==> config.mk <==
export PLATFORM = sky130hd
export DESIGN_NAME = tiny8_mem_ctrl
export DESIGN_NICKNAME = d
export VERILOG_FILES = /design/src/rtl/tiny8_mem_ctrl.sv
export SDC_FILE = /design/constraint.sdc
export NUM_CORES = 1
export LEC_CHECK = 0
export CORE_AREA = 5 5 68 70
export CTS_CLUSTER_DIAMETER = 40
export DETAILED_ROUTE_END_ITERATION = 8
export DIE_AREA = 0 0 73 75
export PLACE_DENSITY = 0.81
export SLEW_MARGIN = 20
export SYNTH_ARGS = -nofsm -noshare
export SYNTH_HDL_FRONTEND = slang
export SYNTH_SLANG_ARGS = --single-unit
==> constraint.sdc <==
create_clock -name clk -period 2.85 [get_ports clk]
set_input_delay 0.285 -clock clk [delete_from_list [all_inputs] [get_ports clk]]
set_output_delay 0.285 -clock clk [all_outputs]
set_load 0.005 [all_outputs]
==> src/rtl/tiny8_mem_ctrl.sv <==
// Memory-side responder for the tiny8 core: runs a fixed-wait-state access on an async SRAM per request.
// Latency: request sampled in cycle 0, ACCESS for WAIT_CYCLES+1 cycles, mem_resp in cycle WAIT_CYCLES+2.
// Backpressure: request is level-held by the core; it is sampled only in IDLE and ignored during ACCESS/DONE.
module tiny8_mem_ctrl #(
    parameter int ADDR_WIDTH  = 16,
    parameter int DATA_WIDTH  = 8,
    parameter int WAIT_CYCLES = 2
) (
    input  logic                  clk,
    input  logic                  rst,
    input  logic                  mem_read,
    input  logic                  mem_write,
    input  logic [ADDR_WIDTH-1:0] mem_address,
    input  logic [DATA_WIDTH-1:0] mem_wdata,
    output logic [DATA_WIDTH-1:0] mem_rdata,
    output logic                  mem_resp,
    output logic                  proto_err,
    output logic [ADDR_WIDTH-1:0] sram_addr,
    output logic [DATA_WIDTH-1:0] sram_wdata,
    input  logic [DATA_WIDTH-1:0] sram_rdata,
    output logic                  sram_ce,
    output logic                  sram_we,
    output logic                  sram_oe
);

    // Wait count loaded on accept; only 0..15 fits the 4-bit counter.
    localparam logic [3:0] WAIT_LOAD = 4'(WAIT_CYCLES);

    typedef enum logic [1:0] {
        ST_IDLE   = 2'd0,
        ST_ACCESS = 2'd1,
        ST_DONE   = 2'd2
    } state_t;

    state_t     state;
    state_t     state_nxt;
    logic [3:0] wcnt;
    logic [3:0] wcnt_nxt;
    logic       op_write;

    logic       req;
    logic       accept;
    logic       last_beat;

    // Request qualification: only IDLE samples the core's level-held strobes.
    assign req       = mem_read | mem_write;
    assign accept    = (state == ST_IDLE) && req;
    assign last_beat = (state == ST_ACCESS) && (wcnt == 4'd0);

    // State and wait-counter registers; reset discards any access in flight.
    always_ff @(posedge clk or posedge rst) begin
        if (rst) begin
            state <= ST_IDLE;
            wcnt  <= 4'd0;
        end else begin
            state <= state_nxt;
            wcnt  <= wcnt_nxt;
        end
    end

    // Next-state logic: IDLE -> ACCESS (WAIT_CYCLES+1 cycles) -> DONE (one cycle) -> IDLE.
    always_comb begin
        state_nxt = state;
        wcnt_nxt  = wcnt;
        case (state)
            ST_IDLE: begin
                if (req) begin
                    state_nxt = ST_ACCESS;
                    wcnt_nxt  = WAIT_LOAD;
                end
            end
            ST_ACCESS: begin
                if (wcnt != 4'd0) begin
                    wcnt_nxt = wcnt - 4'd1;
                end else begin
                    state_nxt = ST_DONE;
                end
            end
            ST_DONE: begin
                // A request still held here belongs to the access just finished.
                state_nxt = ST_IDLE;
            end
            default: begin
                state_nxt = ST_IDLE;
                wcnt_nxt  = 4'd0;
            end
        endcase
    end

    // Latch address, data and operation once per access so the SRAM side stays stable.
    always_ff @(posedge clk or posedge rst) begin
        if (rst) begin
            sram_addr  <= '0;
            sram_wdata <= '0;
            op_write   <= 1'b0;
        end else if (accept) begin
            sram_addr  <= mem_address;
            sram_wdata <= mem_wdata;
            // Simultaneous read+write is resolved as a write.
            op_write   <= mem_write;
        end
    end

    // Capture read data at the edge closing the last ACCESS cycle; writes leave it untouched.
    always_ff @(posedge clk or posedge rst) begin
        if (rst) begin
            mem_rdata <= '0;
        end else if (last_beat && !op_write) begin
            mem_rdata <= sram_rdata;
        end
    end

    // Sticky protocol error for read and write sampled together; only reset clears it.
    always_ff @(posedge clk or posedge rst) begin
        if (rst) begin
            proto_err <= 1'b0;
        end else if (accept && mem_read && mem_write) begin
            proto_err <= 1'b1;
        end
    end

    // Strobes and response decoded from registered state only: no input-to-output path.
    always_comb begin
        sram_ce  = (state == ST_ACCESS);
        sram_we  = (state == ST_ACCESS) && op_write;
        sram_oe  = (state == ST_ACCESS) && !op_write;
        mem_resp = (state == ST_DONE);
    end

endmodule

### After elaboration in Yosys (flattened, before gate mapping)

Cells that the tools add are included.

* add/subtract/negate cells: 1
* equal/unequal tests: 5
* muxes and demuxes: 6
* bitwise logic cells: 2
* reduce and logical (&&, ||, !) cells: 13

Operators by type and width (number)
* $pmux W4 S3: 1
* $mux W4: 2
* $logic_and A1 B1 Y1: 7
* $logic_not A4 Y1: 1
* $mux W2: 2
* $ne A2 B2 Y1 const B: 2
* $pmux W2 S2: 1
* $reduce_bool A4 Y1: 1
* $sub A4 B1 Y4 const B: 1
* $reduce_and A3 Y1: 1
* $eq A2 B1 Y1 const B: 1
* $eq A2 B2 Y1 const B: 1
* $logic_not A2 Y1: 1
* $ne A2 B1 Y1 const B: 1
* $reduce_and A2 Y1: 1
* $logic_not A1 Y1: 1
* $not A1 Y1: 1
* $or A1 B1 Y1: 1

* register bits after elaboration: 40
* input port bits: 36
* output and inout port bits: 37
* logic and storage cells: 34

### Longest topological paths before layout

Gate-level depths: netlist (run 1).

* depth after elaboration: 4
* mapped depth: 6
* gate-level depth less buffers: 5

### Worst setup path after synthesis (run 1)

Ideal clock, no wire load.

* path kind: reg-to-reg
* from: register wcnt[1]
* to: register mem_rdata[0]
* library setup time: 0.125 ns
* data arrival time: 1.785 ns
* data required time: 2.725 ns
* path slack: 0.940 ns
* cell stages (with the launch flop): 7
* path buffers: 1
* clock period less this slack: 1.910 ns
* cells stage by stage: dfrtp_1 -> inv_1 -> ha_1 -> or3b_4 -> or3_1 -> buf_6 -> mux2_4

* longest elaborated chain between the ends: 3

RTL lines
* start, declared: line 37 `logic [3:0] wcnt;`
* start signal, assigned: line 57 `wcnt <= wcnt_nxt;`
* $logic_not A4 Y1: line 48 `assign last_beat = (state == ST_ACCESS) && (wcnt == 4'd0);`
* $logic_and A1 B1 Y1: line 48
* $logic_and A1 B1 Y1: line 108 `end else if (last_beat && !op_write) begin`
* end signal, assigned: line 109 `mem_rdata <= sram_rdata;`
* end, declared: line 15 `output logic [DATA_WIDTH-1:0] mem_rdata,`

Every way passes these cells.
A chain may end at the register's enable or synchronous reset.

### Worst setup path in the final report (run 1)

* from: register wcnt[1]
* to: register mem_rdata[7]

Same word-level chain as after synthesis.

==> results.md, run 1 <==
Routing:
- Dividing the detail-routed wire length by the instance count gives between 15 and 20 um.
- The number of nets with antenna violations after detailed routing is 0.
- The initial detailed-routing violation count is 47.
- Wires add up to 4010 um.
- The routed layout has roughly 1200 vias.
- The detail-routed via count per cell is around 5.0.
- In the routed design, unresolved DRC markers number 0.
- The count of TritonRoute iterations in the first routing pass is 4.

Floorplanning:
- The core footprint is 3910 sq um.
- After floorplanning, the core was divided into 23 placement rows.
- The die outline height is 75 um.
- The overall die width is roughly 73 um.
- The area enclosed by the die boundary is 5480 sq um.
- The total I/O pin count is 73.
- The starting density of the core is 0.419.

Critical path:
- Data on the critical path arrives at its endpoint at 2390 ps.
- The capture point of the worst reg-to-reg path is mem_rdata[7]$_DFFE_PP0P_.
- Counting both buffers and inverters, the worst setup path holds a total of 1.
- The element type at the critical path start is a register.
- In this run the critical register-to-register path is launched from wcnt[1]$_DFFE_PP0P_.
- On the worst path, the slowest cell contributes a delay of 550 ps.
- For the worst setup path, the data required time is around 3000 ps.
- The highest fanout seen on the critical path is 8.
- Grouping stages by cell kind, the critical path spends the most delay in simple AND/OR/NAND/NOR gates.
- The setup slack of the worst register-to-register path is between 600 and 700 ps.
- The number of cell instances on the worst register-to-register path is 5.
- The sort of element at the end of the critical path is a register.
- Traced cell by cell, the critical path runs through inv_1 -> ha_1 -> or3b_4 -> or3_1 -> mux2_4.
- The slowest stage of the critical path is the or3_1 cell.
- By startpoint and endpoint, the worst setup path is classified as register to register.

Run status:
- The flow ran to the end, and the final reports show no timing, DRC or antenna violations.

Synth:
- The count of mapped cells out of synthesis is about 110.
- The largest total area in the synthesized netlist belongs to dfrtp_1.
- For this run, the register share of the synthesized area comes to 0.610.
- The Yosys warning count is 0.
- When the netlist entered floorplanning its net count stood at approximately 150.
- Counting flops and latches in the post-synthesis netlist gives 40.
- The distinct cell type count after synthesis is 30.
- By area the synthesized netlist is led by dfrtp_1, mux2_2, mux2_4.
- The share of the synthesized area in the top cell type is 0.610.
- Dividing the synthesized area by the synthesized cell count gives about 15 sq um.
- The mapped netlist covers 1640 sq um.

Placed design:
- The routability congestion estimate is 0.798.
- Input and output buffers added on the ports amount to 72.
- The worst slack after detailed placement is between 500 and 600 ps.
- The HPWL after detailed placement is around 3100 um.

Power:
- The power per unit of standard cell area is roughly 1100 nW/um^2.
- For this design the static power due to leakage is approximately 1.1 nW.
- The worst ir drop on vdd is between 0.0005 and 0.0006 V.

Finish:
- The layout cell share with drive strength beyond 1 is 0.237.
- The count of inserted antenna diode cells is 0.
- The count of nets after finishing is 223.
- The area added between synthesis and finish is 51.2%.
- The number of fill cells in the layout is about 320.

Clocking:
- The count of H-tree levels built during CTS is 2.
- Post-CTS repair changed the size of 0 cells.
- The worst-case clock buffer depth is 2.
- The CTS tree is built.
- The cell sitting at the root of the clock tree is a clkbuf_8.
- The tree built by TritonCTS fans out to 40 sinks.
- The buffer count from post-CTS setup fixing is 0.
- The latest clock arrival within the worst-skew pair is a little under 300 ps.
- After clock tree synthesis, the flow added hold-fix buffers numbering 0.
- Buffers inserted during clock tree synthesis total 5.
- Clock-pin slew was measured on the worst setup and hold paths at roughly 70 ps.

GRT:
- The wire length of the first global-routing pass is around 6200 um.
- The via count of the first global-routing pass was approximately 1300.
- The pin count of the biggest net entering global routing is 41.
- For this run the aggregate overflow at the end of global routing stands at 0.
- The number of antenna violations at the first check in global routing is 0.
- For this run, the total global-route usage over all layers was measured as 0.150.

STA:
- For the pin with the worst max-slew slack, the measured transition is 619 ps.
- The headroom to the max-slew limit is 0.587.
- In the post-route analysis, the smallest setup slack over all paths is around 630 ps.
- The total count of hold-check failures in the final report is 0.
- Setup repair after global routing left no endpoint under its margin.
- The number of setup violations in the final report is 0.
- The final-report max-slew violation count is 0.
- Static timing analysis puts the maximum clock frequency at about 450 MHz.
- The post-route fraction of the period consumed by the critical path is 0.779.
- The post-route setup TNS is 0 ps.
- Clock skew on the completed layout was measured at about 8 ps.
- Counting I/O delays and the setup requirement, the final critical path takes ~2200 ps.

Hold path:
- The kind of path behind the tightest hold check is input port to asynchronous set/reset pin.

Job:
- Max-cap violations in this run came to 0.
## logic make-up (layout without fill, tap and decap cells)
group / count (synthesis) / in the layout / share of synthesized area
compound gates: 11 / 11 / 0.0542
fa+ha+maj: 1 / 1 / 0.00763
buf+inv: 9 / 84 / 0.0275
flops: 40 / 40 / 0.610
mux: 32 / 32 / 0.238
simple gates: 18 / 18 / 0.0626
## worst max-delay path by stage
stage / start / endpoint / cells past startpoint
after floorplan: wcnt[1]$_DFFE_PP0P_ / mem_rdata[0]$_DFFE_PP0P_ / 6
after detailed placement: mem_write / sram_addr[10]$_DFFE_PP0P_ / 3
after global placement: mem_write / sram_addr[14]$_DFFE_PP0P_ / 3
final: wcnt[1]$_DFFE_PP0P_ / mem_rdata[7]$_DFFE_PP0P_ / 5
after CTS: wcnt[1]$_DFFE_PP0P_ / mem_rdata[3]$_DFFE_PP0P_ / 5
after global routing: wcnt[1]$_DFFE_PP0P_ / mem_rdata[3]$_DFFE_PP0P_ / 5
## cells in the mapped netlist
library cell / number
o21ba_2: 1
a21o_2: 1
mux2_4: 8
a31o_2: 1
nor3_1: 3
or3_1: 1
dfrtp_1: 40
nor4_1: 1
and2_1: 1
o21ai_0: 1
nand2b_1: 1
nand3b_1: 1
o31a_1: 1
nor3b_1: 1
inv_1: 4
buf_2: 3
nor2_1: 5
clkbuf_1: 1
buf_6: 1
ha_1: 1
or3b_4: 1
o22ai_1: 2
or4_1: 1
a32o_1: 1
o21a_1: 1
o2bb2ai_1: 1
mux2_2: 24
a22o_1: 1
nand2_1: 1
nor2b_1: 1
## final cells by class
type	instances	area, sq um	share of cell area
clock inverter	1	5.00	0.00202
timing repair buffer	73	728	0.294
inverter	4	15.0	0.00605
multi-input combinational	62	596	0.240
clock buffer	6	72.6	0.0293
sequential	40	1000	0.404
tap	50	62.6	0.0252
## stage by stage
stage / instance area, sq um / power [mW] / cells / hold slack, ps / utilization
after global routing: 2480 / 2.85 / 236 / 501 / 0.634
final: 2480 / 2.68 / 236 / 425 / 0.634
after floorplan: 1640 / 1.65 / 111 / 425 / -
after global placement: 2400 / 2.30 / 229 / 451 / 0.613
after CTS: 2480 / 2.71 / 236 / 454 / 0.633
after detailed placement: 2400 / 2.36 / 229 / 483 / 0.613
## placed cells by master, fill, tap and decap left out, drive strengths merged
| cell type | netlist | layout |
|---|---|---|
| ha | 1 | 1 |
| a22o | 1 | 1 |
| nand2b | 1 | 1 |
| o21ai | 1 | 1 |
| a31o | 1 | 1 |
| dfrtp | 40 | 40 |
| buf | 4 | 1 |
| or4 | 1 | 1 |
| o31a | 1 | 1 |
| clkbuf | 1 | 6 |
| clkdlybuf4s50 | 0 | 72 |
| o21ba | 1 | 1 |
| nor3 | 3 | 3 |
| o2bb2ai | 1 | 1 |
| o22ai | 2 | 2 |
| and2 | 1 | 1 |
| nor4 | 1 | 1 |
| nor2b | 1 | 1 |
| nor3b | 1 | 1 |
| clkinv | 0 | 1 |
| nor2 | 5 | 5 |
| or3 | 1 | 1 |
| a21o | 1 | 1 |
| or3b | 1 | 1 |
| nand3b | 1 | 1 |
| mux2 | 32 | 32 |
| inv | 4 | 4 |
| a32o | 1 | 1 |
| o21a | 1 | 1 |
| nand2 | 1 | 1 |
## where the power goes
part,total [mW],internal [mW],switching [mW]
logic,1.31,0.879,0.432
registers,1.02,0.849,0.174
clock network,0.341,0.166,0.175
total,2.68,1.89,0.781
## routing by layer
metal	wire length [um]	GRT usage	up-vias
met5	0	0	-
met1	1620	0.181	590
met3	322	0.0507	2
met4	8	0.0307	0
met2	2060	0.261	51
li1	-	-	540
## registers in the layout (all words and copies together) (netlist names)
register,flops
mem_rdata,8
op_write,1
state,2
proto_err,1
sram_wdata,8
wcnt,4
sram_addr,16
## worst min-delay path: stages
cell             delay [ps]
clkdlybuf4s50_1         400
inv_1                    50
buf_4                   410
Note: power is estimated with default switching activity, not from simulation.
==> run 2, diff against run 1 <==
Settings changed: CORE_AREA 5 5 68 70 to 5 5 70 72, DIE_AREA 0 0 73 75 to 0 0 75 77, PLACE_DENSITY 0.81 to 0.77.
Clock period 2.85 ns to 2.15 ns, I/O delays scaled along.
==> run 2 against run 1 <==
Compared with the run above:
- sequential share of layout area fell by 0.88 points
- first-iteration DRC count fell by 13%
- largest cell class unchanged
- highest routed layer unchanged
- die area rose by 5.5%
- critical path type is now register to output pin
- register-to-register slack got worse by 530 ps
- global-route usage fell by 1.0 points
- worst setup slack got worse by 530 ps
- largest power group unchanged
==> results.md, run 2 (synthesis gave the netlist of run 1 again) <==
Critical path:
- STA classifies the critical path startpoint as a register.
- The required arrival time at the worst endpoint is 1930 ps (-1090 ps).
- The setup path with the least slack is of type register to output pin.
- The worst setup path is captured at an output pin.
- The highest fanout seen on the critical path came to 9 (+1).
- The arrival time of data at the critical path endpoint is 1840 ps (-550 ps).

STA:
- The final-report max-slew violation count is 0 (unchanged).
- The smallest clock period supported by the final layout is computed as just over 2000 ps.
- The transition time of the tightest slew-check pin came to 513 ps (-106 ps).
- The headroom to the max-slew limit is 0.658 (+0.0710).
- The worst hold slack came to 356 ps (-68.4 ps).
- The post-route setup TNS is 0 ps (unchanged).
- The final worst clock skew is 7.30 ps (-0.604 ps).
- Static timing analysis puts the maximum clock frequency at around 500 MHz.
- The total count of hold-check failures in the final report is 0 (unchanged).
- Of the available clock period, the critical path in the final layout requires 0.955.
- The number of setup violations in the final report was 0 (unchanged).
- Setup repair after global routing left no endpoint under its margin.

Routing:
- The wire length the detailed router placed on met1 was 1400 um (-13%).
- The via count is 1192 (+0.76%).
- The detail-routed via count per cell was 4.95 (-1.3%).
- The length of routed met2 wiring is 2100 um (+1.9%).
- The met3 routed wirelength came to 344 um (+6.8%).
- The routed length per placed instance is 16.4 um (-3.6%).
- The count of TritonRoute iterations in the first routing pass is 4 (unchanged).
- The count of unresolved DRC violations after routing is 0 (unchanged).
- The highest layer touched by signal routing is met4.
- The number of nets with antenna violations after detailed routing is 0 (unchanged).
- The detailed-route wire length came to 3950 um (-1.5%).
- The initial detailed-routing violation count is 41 (-13%).

Finish:
- The utilization after layout is 0.599 (-0.0349).
- The library cells used most frequently in the layout, excluding fill and tap cells, are clkdlybuf4s50_1, dfrtp_1, mux2_2.
- The register with the most flip-flops in the final layout is sram_addr.
- The number of fill cells in the layout is 332 (+4.4%).
- The library cell used most frequently in the layout, excluding fill and tap cells, is clkdlybuf4s50_1.
- The flip-flop count of the largest register, all copies and words added is 16 (unchanged).
- The layout cell share with drive strength beyond 1 is 0.254 (+0.0174).
- The area added between synthesis and finish is 54.5%.
- The number of non-filler instances in the completed layout came to 241 (+2.1%).
- The largest registers in the layout are sram_addr x16, mem_rdata x8, sram_wdata x8.
- The summed area of non-filler cells in the final layout was 2530 sq um (+2.2%).
- The count of inserted antenna diode cells came to 0 (unchanged).
- The count of nets after finishing is 225 (+0.90%).

Clocking:
- The number of gates resized after CTS is 1 (+1).
- The latest clock arrival within the worst-skew pair came to 290 ps (about the same).
- The buffer count from post-CTS setup fixing came to 0 (unchanged).
- The hold buffer count at cts is 0 (unchanged).
- The number of CTS-inserted buffers is 5 (unchanged).
- TritonCTS built the clock tree.
- The worst-case clock buffer depth is 2 (unchanged).
- The clock net sink count is 40 (unchanged).
- The count of H-tree levels built during CTS came to 2 (unchanged).
- The clock-pin transition on the worst setup and hold timing paths is 80 ps (about the same).
- The library cell used as clock root buffer is clkbuf_8.

Floorplanning:
- The starting density of the core was 0.387 (-0.0317).
- The row count is 24 (+4.3%).
- The overall die width was 75 um (+2.7%).
- The area enclosed by the die boundary is 5780 sq um (+5.5%).
- The die outline height was 77 um (+2.7%).
- The core footprint came to 4230 sq um (+8.2%).
- The total I/O pin count is 73 (unchanged).

Power:
- The power per unit of standard cell area is 1470 nW/um^2 (+36%).
- The worst ir drop on vdd was 0.000626 V (+24%).
- The reported leakage power was 1.08 nW (+2.3%).

Run status:
- The flow ran to the end, and the final reports show no timing, DRC or antenna violations.

GRT:
- The pin count of the biggest net entering global routing was 41 (unchanged).
- The residual overflow from global routing is 0 (unchanged).
- The combined global-route utilization of all metal layers came to 0.140 (-0.0100).
- The number of antenna violations at the first check in global routing was 0 (unchanged).
- The via count of the first global-routing pass is 1337 (+6.0%).
- The wire length of the first global-routing pass is 6260 um (+0.34%).

Placed design:
- The quantity of I/O buffers inserted on ports came to 72 (unchanged).
- The HPWL reported at the end of detailed placement is 2970 um (-2.7%).
- The placement-stage cell area is 2420 sq um (+0.73%).
- The count of placed standard cells including taps is 233 (+1.7%).
- The routability congestion estimate is 0.707 (-11%).

Hold path:
- The kind of path behind the tightest hold check is input port to asynchronous set/reset pin.

Job:
- The number of max-cap violations came to 0 (unchanged).
[run 2: routing by layer]
| metal | GRT usage | vias to the layer above |
|---|---|---|
| li1 | - | 550 |
| met1 | 0.155 | 573 |
| met2 | 0.244 | 59 |
| met3 | 0.0353 | 10 |
| met4 | 0.0623 | 0 |
| met5 | 0 | - |
[run 2: final timing paths]
check / slack (ps) / cells past startpoint / endpoint / start
min: 360 / 3 / mem_rdata[5]$_DFFE_PP0P_ / rst
min in group clk: 480 / 1 / proto_err$_DFFE_PP0P_ / proto_err$_DFFE_PP0P_
min reg2reg: 480 / 1 / proto_err$_DFFE_PP0P_ / proto_err$_DFFE_PP0P_
max in group asynchronous: 1430 / 3 / sram_wdata[5]$_DFFE_PP0P_ / rst
max reg2reg: 100 / 5 / mem_rdata[5]$_DFFE_PP0P_ / wcnt[0]$_DFFE_PP0P_
max: 100 / 4 / sram_we / state[1]$_DFFE_PP0P_
[run 2: through the flow]
stage / total power, mW / worst slack [ps]
2_1_floorplan: 2.19 / 240
5_1_grt: 3.97 / 31.8
3_5_place_dp: 3.16 / -48.5
6_report: 3.73 / 95.9
4_1_cts: 3.79 / 98.1
3_3_place_gp: 3.05 / 99.9
[run 2: layout make-up]
type / instances / area, sq um / area share
flip-flops and latches: 40 / 1000 / 0.395
repair buffers: 75 / 743 / 0.293
multi-input cells: 62 / 599 / 0.236
clock buffers: 5 / 68.8 / 0.0271
well taps: 52 / 65.1 / 0.0257
clock inverters: 3 / 42.5 / 0.0168
inverters: 4 / 15.0 / 0.00592
[run 2: critical path, stage by stage (launching register included)]
cell and delay [ps]:
dfrtp_1 420, nand2b_1 300, inv_1 200, and2_1 140, clkdlybuf4s50_1 500
[run 2: power by group]
part,total [mW],internal (mW),switching (mW)
logic,1.77,1.19,0.581
clock network,0.603,0.343,0.260
registers,1.36,1.12,0.232
